[src/rtl/serial_sequence_generator.sv]
// rtl/serial_sequence_generator.sv - serialises a payload word MSB-first with an optional 3-bit sync pattern
//
// Ports:
//   clk      : rising-edge clock
//   rst      : synchronous active-high reset (overrides load)
//   load     : frame start request, honoured when idle or in the done cycle
//   din      : payload word, captured on accept
//   with_pat : captured with din; 1 prepends PATTERN to the frame
//   so       : registered serial output bit
//   busy     : high for every cycle a frame bit is on so
//   done     : high while the last bit of a frame is on so
//   bit_idx  : position of the current bit within the frame, 0 when idle
module serial_sequence_generator #(
  parameter int         DATA_W  = 8,
  parameter logic [2:0] PATTERN = 3'b101
) (
  input  logic              clk,
  input  logic              rst,
  input  logic              load,
  input  logic [DATA_W-1:0] din,
  input  logic              with_pat,
  output logic              so,
  output logic              busy,
  output logic              done,
  output logic [5:0]        bit_idx
);

  localparam int         SW         = DATA_W + 3;
  localparam logic [5:0] LAST_NOPAT = 6'(DATA_W - 1);
  localparam logic [5:0] LAST_PAT   = 6'(DATA_W + 2);

  typedef enum logic [1:0] {
    S_IDLE,
    S_PRE,
    S_DATA
  } state_t;

  state_t        r_state;
  state_t        w_state_nxt;
  logic [SW-1:0] r_shift;
  logic [5:0]    r_idx;
  logic [5:0]    r_last;
  logic          w_done;
  logic          w_accept;

  // The done cycle doubles as an accept window so frames can run gapless.
  always_comb begin
    w_done   = (r_state != S_IDLE) && (r_idx == r_last);
    w_accept = load && ((r_state == S_IDLE) || w_done);
  end

  always_comb begin
    w_state_nxt = r_state;
    if (w_accept) begin
      w_state_nxt = with_pat ? S_PRE : S_DATA;
    end else begin
      case (r_state)
        S_IDLE:  w_state_nxt = S_IDLE;
        S_PRE:   if (r_idx == 6'd2) w_state_nxt = S_DATA;
        S_DATA:  if (w_done) w_state_nxt = S_IDLE;
        default: w_state_nxt = S_IDLE;
      endcase
    end
  end

  // The whole frame is preloaded left-justified so the MSB is always the
  // bit on the line; without a pattern the three spare LSBs are just fill.
  always_ff @(posedge clk) begin
    if (rst) begin
      r_state <= S_IDLE;
      r_shift <= '0;
      r_idx   <= '0;
      r_last  <= '0;
    end else begin
      r_state <= w_state_nxt;
      if (w_accept) begin
        r_shift <= with_pat ? {PATTERN, din} : {din, 3'b000};
        r_idx   <= '0;
        r_last  <= with_pat ? LAST_PAT : LAST_NOPAT;
      end else if (w_done) begin
        // Clearing here keeps so low once the line goes idle.
        r_shift <= '0;
        r_idx   <= '0;
      end else if (r_state != S_IDLE) begin
        r_shift <= {r_shift[SW-2:0], 1'b0};
        r_idx   <= r_idx + 6'd1;
      end
    end
  end

  always_comb begin
    so      = r_shift[SW-1];
    busy    = (r_state != S_IDLE);
    done    = w_done;
    bit_idx = r_idx;
  end

endmodule

[config.mk]
export PLATFORM = sky130hd
export DESIGN_NAME = serial_sequence_generator
export DESIGN_NICKNAME = d
export VERILOG_FILES = /design/src/rtl/serial_sequence_generator.sv
export SDC_FILE = /design/constraint.sdc
export NUM_CORES = 1
export LEC_CHECK = 0
export CORE_MARGIN = 2
export CORE_UTILIZATION = 46
export CTS_CLUSTER_DIAMETER = 100
export DETAILED_ROUTE_END_ITERATION = 10
export HOLD_SLACK_MARGIN = 0.12
export MAX_ROUTING_LAYER = met4
export PLACE_DENSITY_LB_ADDON = 0.2
export SYNTH_ARGS = -nofsm -noshare
export SYNTH_HDL_FRONTEND = slang
export SYNTH_SLANG_ARGS = --single-unit
[constraint.sdc]
create_clock -name clk -period 3.1 [get_ports clk]
set_clock_uncertainty 0.15 [all_clocks]
set_input_delay 0.62 -clock clk [delete_from_list [all_inputs] [get_ports clk]]
set_output_delay 0.62 -clock clk [all_outputs]
set_load 0.005 [all_outputs]
==> results of run 1 <==
[routing by layer]
layer | GRT usage (%) | wire length, um | part of all wire (%)
met4 | 10.57 | 51 | 1.9
met1 | 27.62 | 1310 | 48
met2 | 30.36 | 1254 | 46
met5 | - | 0 | 0
met3 | 2.688 | 88 | 3.3
[cells in the mapped netlist]
library cell	instances
dfxtp_1	22
o21ai_0	15
nand2_1	14
nor2_1	13
nand3_1	10
a21oi_1	7
a31oi_1	7
buf_2	5
inv_1	5
mux2_2	4
nor3_1	4
a221oi_1	3
xnor2_1	3
xor2_1	3
ha_1	2
nand4_1	2
nor2_2	2
a211oi_1	1
a211oi_2	1
a21oi_4	1
and2b_4	1
and3_4	1
clkbuf_1	1
nand2_2	1
nand2_4	1
nand2b_1	1
nand3_2	1
nor2b_1	1
o2111a_1	1
o211a_1	1
o211ai_1	1
o211ai_2	1
o21a_1	1
o21ai_1	1
o311a_1	1
o31ai_4	1
o32ai_2	1
xnor2_2	1
[stage by stage]
stage	power [mW]	hold slack, ps	utilization (%)
after global routing	1.008	347.9	58.74
final	0.9498	332.2	58.74
after floorplan	0.6716	286.3	-
after CTS	0.9561	333.2	58.74
after detailed placement	0.7892	316.4	57.27
after global placement	0.7837	307.2	57.27
[layout make-up]
type / count / share of cell area, %
Timing Repair Buffer: 21 / 14.27
Inverter: 5 / 1.290
Clock buffer: 4 / 2.494
Multi-Input combinational cell: 109 / 49.10
Sequential cell: 22 / 30.27
Tap cell: 30 / 2.580
[cell families after synthesis]
group | count (synthesis)
and+or+nand+nor | 52
AOI/OAI and AO/OA | 44
DFF | 22
buffers and inverters | 11
xor gates and xnor gates | 7
muxes | 4
adders and majority gates | 2
[worst min path at each step]
stage	start	cells past startpoint	end	slack [ps]
after global routing	r_shift[6]$_SDFFE_PP0P_	2	r_shift[7]$_SDFFE_PP0P_	350
after detailed placement	r_shift[4]$_SDFFE_PP0P_	2	r_shift[5]$_SDFFE_PP0P_	320
after floorplan	r_shift[4]$_SDFFE_PP0P_	2	r_shift[5]$_SDFFE_PP0P_	290
after CTS	r_shift[4]$_SDFFE_PP0P_	2	r_shift[5]$_SDFFE_PP0P_	330
final	r_shift[4]$_SDFFE_PP0P_	2	r_shift[5]$_SDFFE_PP0P_	330
after global placement	r_shift[4]$_SDFFE_PP0P_	2	r_shift[5]$_SDFFE_PP0P_	310
[power groups by stage]
stage | Sequential, mW | Combinational, mW | Clock [mW]
global placement | 0.377 | 0.407 | 0
floorplan | 0.371 | 0.301 | 0
CTS | 0.372 | 0.413 | 0.172
finish | 0.373 | 0.411 | 0.166
global route | 0.377 | 0.455 | 0.177
detailed placement | 0.378 | 0.411 | 0
[flip-flops by register name, indices dropped and copies added (netlist names)]
| name | count |
|---|---|
| r_state | 2 |
| r_last | 3 |
| bit_idx | 6 |
| r_shift | 11 |
[layout by cell type (no fill, tap or decap), drive strengths merged, types with 3 or more instances in the layout]
cell            n
o21ai          16
a221oi          3
nor3            4
nand2          16
dfxtp          22
mux2            4
a21oi           8
inv             5
a31oi           7
clkbuf          4
xnor2           4
nor2           15
xor2            3
nand3          11
clkdlybuf4s50  20
[critical path, delay by kind of cell (launching register included)]
family	cells	cell delay, ps
xor+xnor	1	280
buf+inv	1	500
flops	1	390
simple gates	3	450
==> results.cfg, run 1 <==
[clock_tree]
cts.clk_slew.worst_paths_ps = 130
clock-sinks = 22
cts_resized = 0
h-tree-depth = 1
numCtsBuffers = 3
clockRootBuffer = clkbuf_4
cts_buffer_depth = 2
cts_tree = built
post_cts_buffers = 0
clock_latency_ps = 320
ctsHoldBuffers = 0

[global_route]
antenna_found_initial = 0
grt_max_degree = 15
overflow = 0
grt_pass1_wl_um = 4319
grt_usage_pct = 20.60
grt_pass1_vias = 977

[worst_setup_path]
path_class = flop to primary output
timing.rr.start = bit_idx[1]$_SDFFE_PP0P_
critPathLaunchType = flop
max_stage_delay_ps = 500
crit_chain = xnor2_1, and3_4, nand2_4, nor2_1, clkdlybuf4s50_1
required_ps = 2330
setup.worst_path.start = bit_idx[1]$_SDFFE_PP0P_
critPathMaxFanout = 6
worstPathArrival_ps = 1940
reg2reg_setup_slack_ps = 1280
ff2ff_path_depth = 5
r2r-end = r_shift[0]$_SDFFE_PP0P_
crit_path_end = done
slowest_stage = clkdlybuf4s50_1
end_kind = primary output

[logic_synthesis]
synthXorXnorAreaFrac_pct = 5.723
synth.area.top_cells = dfxtp_1 37%, o21ai_0 6.2%, nand2_1 4.4%, nand3_1 4.2%, nor2_1 4.1%
yosysTopAreaCellShare_pct = 36.63
ys_seq_area_share_pct = 36.63
synth_compound_area_share_pct = 26.43
muxShareOfSynthArea_pct = 3.746
synthAdderAreaFrac_pct = 2.081
postSynthAreaPerCell_um2 = 8.468
synth_cell_types = 38
synthesis.area_um2 = 1202
synth_top_family_by_area = compound AO/OA/AOI/OAI gates
synth_top_cell_by_area = dfxtp_1
yosysWarnings = 0
ys_seq_elements = 22
synth_fp_nets = 156
synth_simple_gate_area_share_pct = 21.44
syn_inst = 142

[pwr]
pwr-share-comb_pct = 43.3
leakagePower_nw = 0.5147
switchingPower_mw = 0.3669
vdd_drop_max_uv = 415.2
swShare_pct = 38.63
seq_power_share_pct = 39.2
internal_power_mw = 0.5829
power_frac_clock_pct = 17.4
p_per_area_nw_per_um2 = 652.7

[cells_and_area]
finish.net_count = 176
nFillCells = 226
seq_area_um2 = 440.4
fin_cells = 191
fin_area_um2 = 1455
multi_input_area_um2 = 714.4
antenna_cells = 0
drive_gt1_share_pct = 13.66
areaGrowthSynthToFinish_pct = 21.02

[floorplanning]
die_h_um = 55.13
io_pins = 21
core-area_um2 = 2477
die_w_um = 55.13
dieArea_um2 = 3039
placementRows = 18
start_util_pct = 48.54

[placed_design]
port_buffers = 20
dp_hpwl_um = 2007
gp_congestion = 0.8569
dpl_cell_area_um2 = 1419
dp.cells = 187
preCtsSetupSlack_ps = 570.6

[sta]
final.setup.tns_ps = 0
maxSlewHeadroom_pct = 69.21
final-setup-viol-count = 0
finalHoldViolations = 0
rsz0062_at_grt = no
fmax_ghz = 0.3691
fin_crit_ps = 2709
fin_crit_sh_pct = 87.39
drv_slew = 0
layout_setup_ws_ps = 390.9
worst_pin_slew_ps = 460.4

[detailed_routing]
vias = 1097
drc = 0
viasPerCell = 5.743
first_iter_violations = 26
dr.pass1.iters = 4
ant_nets = 0
drt-total-wl_um = 2705
wl_per_cell_um = 14.16

[job]
drv_cap = 0

[min_path]
hold_class = flop to flop

[outcome]
status = complete, no violations
No activity file was read; power rests on OpenSTA's default activity.
==> run 2: changes to the inputs <==
Settings changed: CORE_UTILIZATION 46 to 30.
==> results.cfg, run 2 (synthesis results as in run 1) <==
[outcome]
status = complete, no violations

[worst_setup_path]
worstPathArrival_ps = 1820
ff2ff_path_depth = 5
reg2reg_setup_slack_ps = 1310
timing.rr.start = bit_idx[3]$_SDFFE_PP0P_
required_ps = 2330
r2r-end = r_shift[0]$_SDFFE_PP0P_
critPathMaxFanout = 6
critPathLaunchType = flop
path_class = flop to primary output
end_kind = primary output

[placed_design]
dpl_cell_area_um2 = 1444
port_buffers = 20
dp_hpwl_um = 2198
gp_congestion = 0.8329

[sta]
final.setup.tns_ps = 0
finalHoldViolations = 0
worst_pin_slew_ps = 491.3
rsz0062_at_grt = no
timing.hold.ws_ps = 319.5
maxSlewHeadroom_pct = 67.15
fin_crit_sh_pct = 83.58
fin_crit_ps = 2591
fmax_ghz = 0.3860
drv_slew = 0
final-setup-viol-count = 0

[floorplanning]
placementRows = 23
core-area_um2 = 3914
io_pins = 21
die_w_um = 67.31
start_util_pct = 30.72
dieArea_um2 = 4531
die_h_um = 67.31

[clock_tree]
clockRootBuffer = clkbuf_8
clock_latency_ps = 260
cts_tree = built
numCtsBuffers = 3
cts_resized = 0
cts_buffer_depth = 2
h-tree-depth = 1
ctsHoldBuffers = 0
clock-sinks = 22
post_cts_buffers = 0
cts.clk_slew.worst_paths_ps = 80

[detailed_routing]
vias = 1086
ant_nets = 0
first_iter_violations = 25
wl_per_cell_um = 13.73
viasPerCell = 5.147
drt-total-wl_um = 2896
drc = 0
dr.pass1.iters = 4

[pwr]
internal_power_mw = 0.6241
seq_power_share_pct = 37.5
vdd_drop_max_uv = 327.7
p_per_area_nw_per_um2 = 663.8
swShare_pct = 37.27
power_frac_clock_pct = 21.0
switchingPower_mw = 0.3708
leakagePower_nw = 0.5225
pwr-share-comb_pct = 41.5

[cells_and_area]
finish.net_count = 176
post-route-util_pct = 38.30
final_common_cell = dfxtp_1
areaGrowthSynthToFinish_pct = 24.66
fin_area_um2 = 1499
largest-register = r_shift
nFillCells = 426
layout_common_cells = 22 x dfxtp_1, 20 x clkdlybuf4s50_1, 15 x o21ai_0
largest_reg_flops = 11
antenna_cells = 0
drive_gt1_share_pct = 13.66

[min_path]
hold_class = flop to flop
whs_path_depth = 2
min-delay-start = r_shift[4]$_SDFFE_PP0P_
min_to = r_shift[5]$_SDFFE_PP0P_

[global_route]
overflow = 0
grt_usage_pct = 14.16
antenna_found_initial = 0
grt_pass1_wl_um = 4747
grt_pass1_vias = 1053
grt_max_degree = 14

[job]
drv_cap = 0
## run 2: cell counts in the layout (fill, tap and decap cells not counted)
No cell type changed its count.
## run 2: worst max path at each step
stage | from | to | depth (start not counted) | slack, ps
6_report | bit_idx[3]$_SDFFE_PP0P_ | done | 5 | 510
5_1_grt | bit_idx[3]$_SDFFE_PP0P_ | done | 5 | 400
4_1_cts | bit_idx[3]$_SDFFE_PP0P_ | done | 5 | 480
3_5_place_dp | load | r_shift[0]$_SDFFE_PP0P_ | 5 | 530
3_3_place_gp | load | r_shift[0]$_SDFFE_PP0P_ | 5 | 670
2_1_floorplan | bit_idx[1]$_SDFFE_PP0P_ | done | 4 | 1330
## run 2: through the flow
stage,std cells,power [mW],setup slack [ps]
floorplan,142,0.6716,1332
detailed placement,207,0.7974,526.0
CTS,211,1.005,477.3
finish,211,0.9950,509.2
global placement,207,0.7874,666.8
global route,211,1.063,401.5
## run 2: layer usage
layer	track usage [%]	part of all wire (%)	vias to the layer above
li1	-	-	550
met1	17.52	48	516
met2	23.64	48	18
met3	3.667	3.5	2
met4	2.296	0.76	0
met5	-	0	-
## run 2: layout make-up
| class | instances | area, um^2 | area share (%) |
|---|---|---|---|
| multi-input cells | 109 | 714.4 | 47.66 |
| flip-flops and latches | 22 | 440.4 | 29.38 |
| repair buffers | 21 | 207.7 | 13.86 |
| well taps | 50 | 62.56 | 4.174 |
| clock buffers | 4 | 55.05 | 3.673 |
| inverters | 5 | 18.77 | 1.252 |
## run 2: critical path: stages (launching register included)
cell and delay (ps):
dfxtp_1 480, xnor2_2 160, and3_4 240, nand2_4 80, nor2_1 90, clkdlybuf4s50_1 500
## run 2: power by group through the flow
| stage | Clock [mW] | Sequential (mW) | Combinational (mW) |
|---|---|---|---|
| final | 0.209 | 0.373 | 0.413 |
| after global routing | 0.225 | 0.379 | 0.459 |
| after CTS | 0.213 | 0.373 | 0.419 |
| after detailed placement | 0 | 0.380 | 0.417 |
| after global placement | 0 | 0.380 | 0.407 |
| after floorplan | 0 | 0.371 | 0.301 |
==> run 3: changes to the inputs <==
Clock period 3.1 ns to 2.31 ns, I/O delays scaled along.
==> results.cfg, run 3 (synthesis results as in run 1) <==
[sta]
finalHoldViolations = 0
final.setup.tns_ps = 0
fin_crit_ps = 2012
fmax_ghz = 0.4969
fin_crit_sh_pct = 87.12
worst_pin_slew_ps = 348.3
rsz0062_at_grt = no
maxSlewHeadroom_pct = 76.71
timing.hold.ws_ps = 322.7
drv_slew = 0
final-setup-viol-count = 0

[detailed_routing]
highest_layer = met4
ant_nets = 0
drt-total-wl_um = 3027
vias = 1133
route.met2.wl_um = 1378
met3_length_um = 99
dr.pass1.iters = 4
met1_length_um = 1492
first_iter_violations = 35
drc = 0
wl_per_cell_um = 13.70
viasPerCell = 5.127

[clock_tree]
cts_tree = built
clockRootBuffer = clkbuf_8
ctsHoldBuffers = 0
cts_buffer_depth = 2
clock_latency_ps = 270
cts.clk_slew.worst_paths_ps = 80
numCtsBuffers = 3
clock-sinks = 22
h-tree-depth = 1

[floorplanning]
core-area_um2 = 3914
die_h_um = 67.31
die_w_um = 67.31
io_pins = 21
start_util_pct = 30.72
dieArea_um2 = 4531
placementRows = 23

[min_path]
hold_class = flop to flop
min-delay-start = r_shift[6]$_SDFFE_PP0P_
whs_path_depth = 2
min_to = r_shift[7]$_SDFFE_PP0P_

[worst_setup_path]
path_class = flop to primary output
end_kind = primary output
reg2reg_setup_slack_ps = 580
worstPathArrival_ps = 1400
critPathLaunchType = flop
required_ps = 1700
critPathMaxFanout = 6
r2r-end = r_shift[0]$_SDFFE_PP0P_
timing.rr.start = bit_idx[4]$_SDFFE_PP0P_
ff2ff_path_depth = 6

[global_route]
grt_max_degree = 13
grt_pass1_vias = 1136
overflow = 0
antenna_found_initial = 0
grt_pass1_wl_um = 5057
grt_usage_pct = 15.28

[cells_and_area]
antenna_cells = 0
largest_reg_flops = 11
areaGrowthSynthToFinish_pct = 32.47
largest-register = r_shift
post-route-util_pct = 40.70
drive_gt1_share_pct = 22.81
finish.net_count = 187
fin_cells = 221
fin_area_um2 = 1593
layout_common_cells = 19 x dfxtp_1, 19 x clkdlybuf4s50_1, 15 x o21ai_0

[job]
drv_cap = 0

[placed_design]
dp_hpwl_um = 2275
dpl_cell_area_um2 = 1511
port_buffers = 20
gp_congestion = 0.8486
dp.cells = 216

[pwr]
vdd_drop_max_uv = 392.2
leakagePower_nw = 0.5883
p_per_area_nw_per_um2 = 849.0

[outcome]
status = complete, no violations
[run 3: final cells by class]
class / instances / area (um^2)
fillers: 415 / 2321
multi-input cells: 109 / 737.0
flip-flops and latches: 22 / 444.2
repair buffers: 32 / 289.0
well taps: 50 / 62.56
clock buffers: 3 / 41.29
inverters: 5 / 18.77
[run 3: power breakdown]
part / leakage [nW] / switching, mW / internal (mW) / total (mW)
Combinational: 0.384 / 0.334 / 0.274 / 0.609
Clock: 0.0216 / 0.127 / 0.117 / 0.244
Sequential: 0.183 / 0.0486 / 0.451 / 0.500
Total: 0.588 / 0.510 / 0.842 / 1.35
[run 3: metrics by stage]
step                      worst slack, ps  total power [mW]
after floorplan                     699.5            0.9012
after global placement              220.4             1.084
after detailed placement            168.2             1.092
after CTS                           268.7             1.364
after global routing                200.3             1.444
final                               297.5             1.352
[run 3: how the worst max path moves through the flow]
| stage | cells after the start | to | slack (ps) | from |
|---|---|---|---|---|
| detailed placement | 6 | r_state[1]$_SDFFE_PP0P_ | 170 | load |
| floorplan | 4 | done | 700 | bit_idx[1]$_SDFFE_PP0P_ |
| CTS | 5 | done | 270 | bit_idx[3]$_SDFFE_PP0P_ |
| global placement | 6 | r_state[1]$_SDFFE_PP0P_ | 220 | load |
| finish | 5 | done | 300 | r_last[3]$_SDFFE_PP0P_ |
| global route | 5 | done | 200 | r_last[1]$_SDFFE_PP0P_ |
[run 3: critical path, cell delays in order, from the launching register on]
cell           delay (ps)
dfxtp_1               390
xnor2_2               140
and3_4                230
nand2_4                70
nor2_1                 80
dlygate4sd2_1         230
[run 3: timing repair]
action                                  in CTS  in global routing
endpoints found under the setup margin       1                  0
buffers inserted                             2                  0
gates resized for setup                      9                  0
[run 3: routing by layer]
layer / vias up / global-route usage, %
met1: 536 / 19.35
met5: - / -
met2: 22 / 24.26
met4: 0 / 6.888
met3: 5 / 2.000
li1: 570 / -
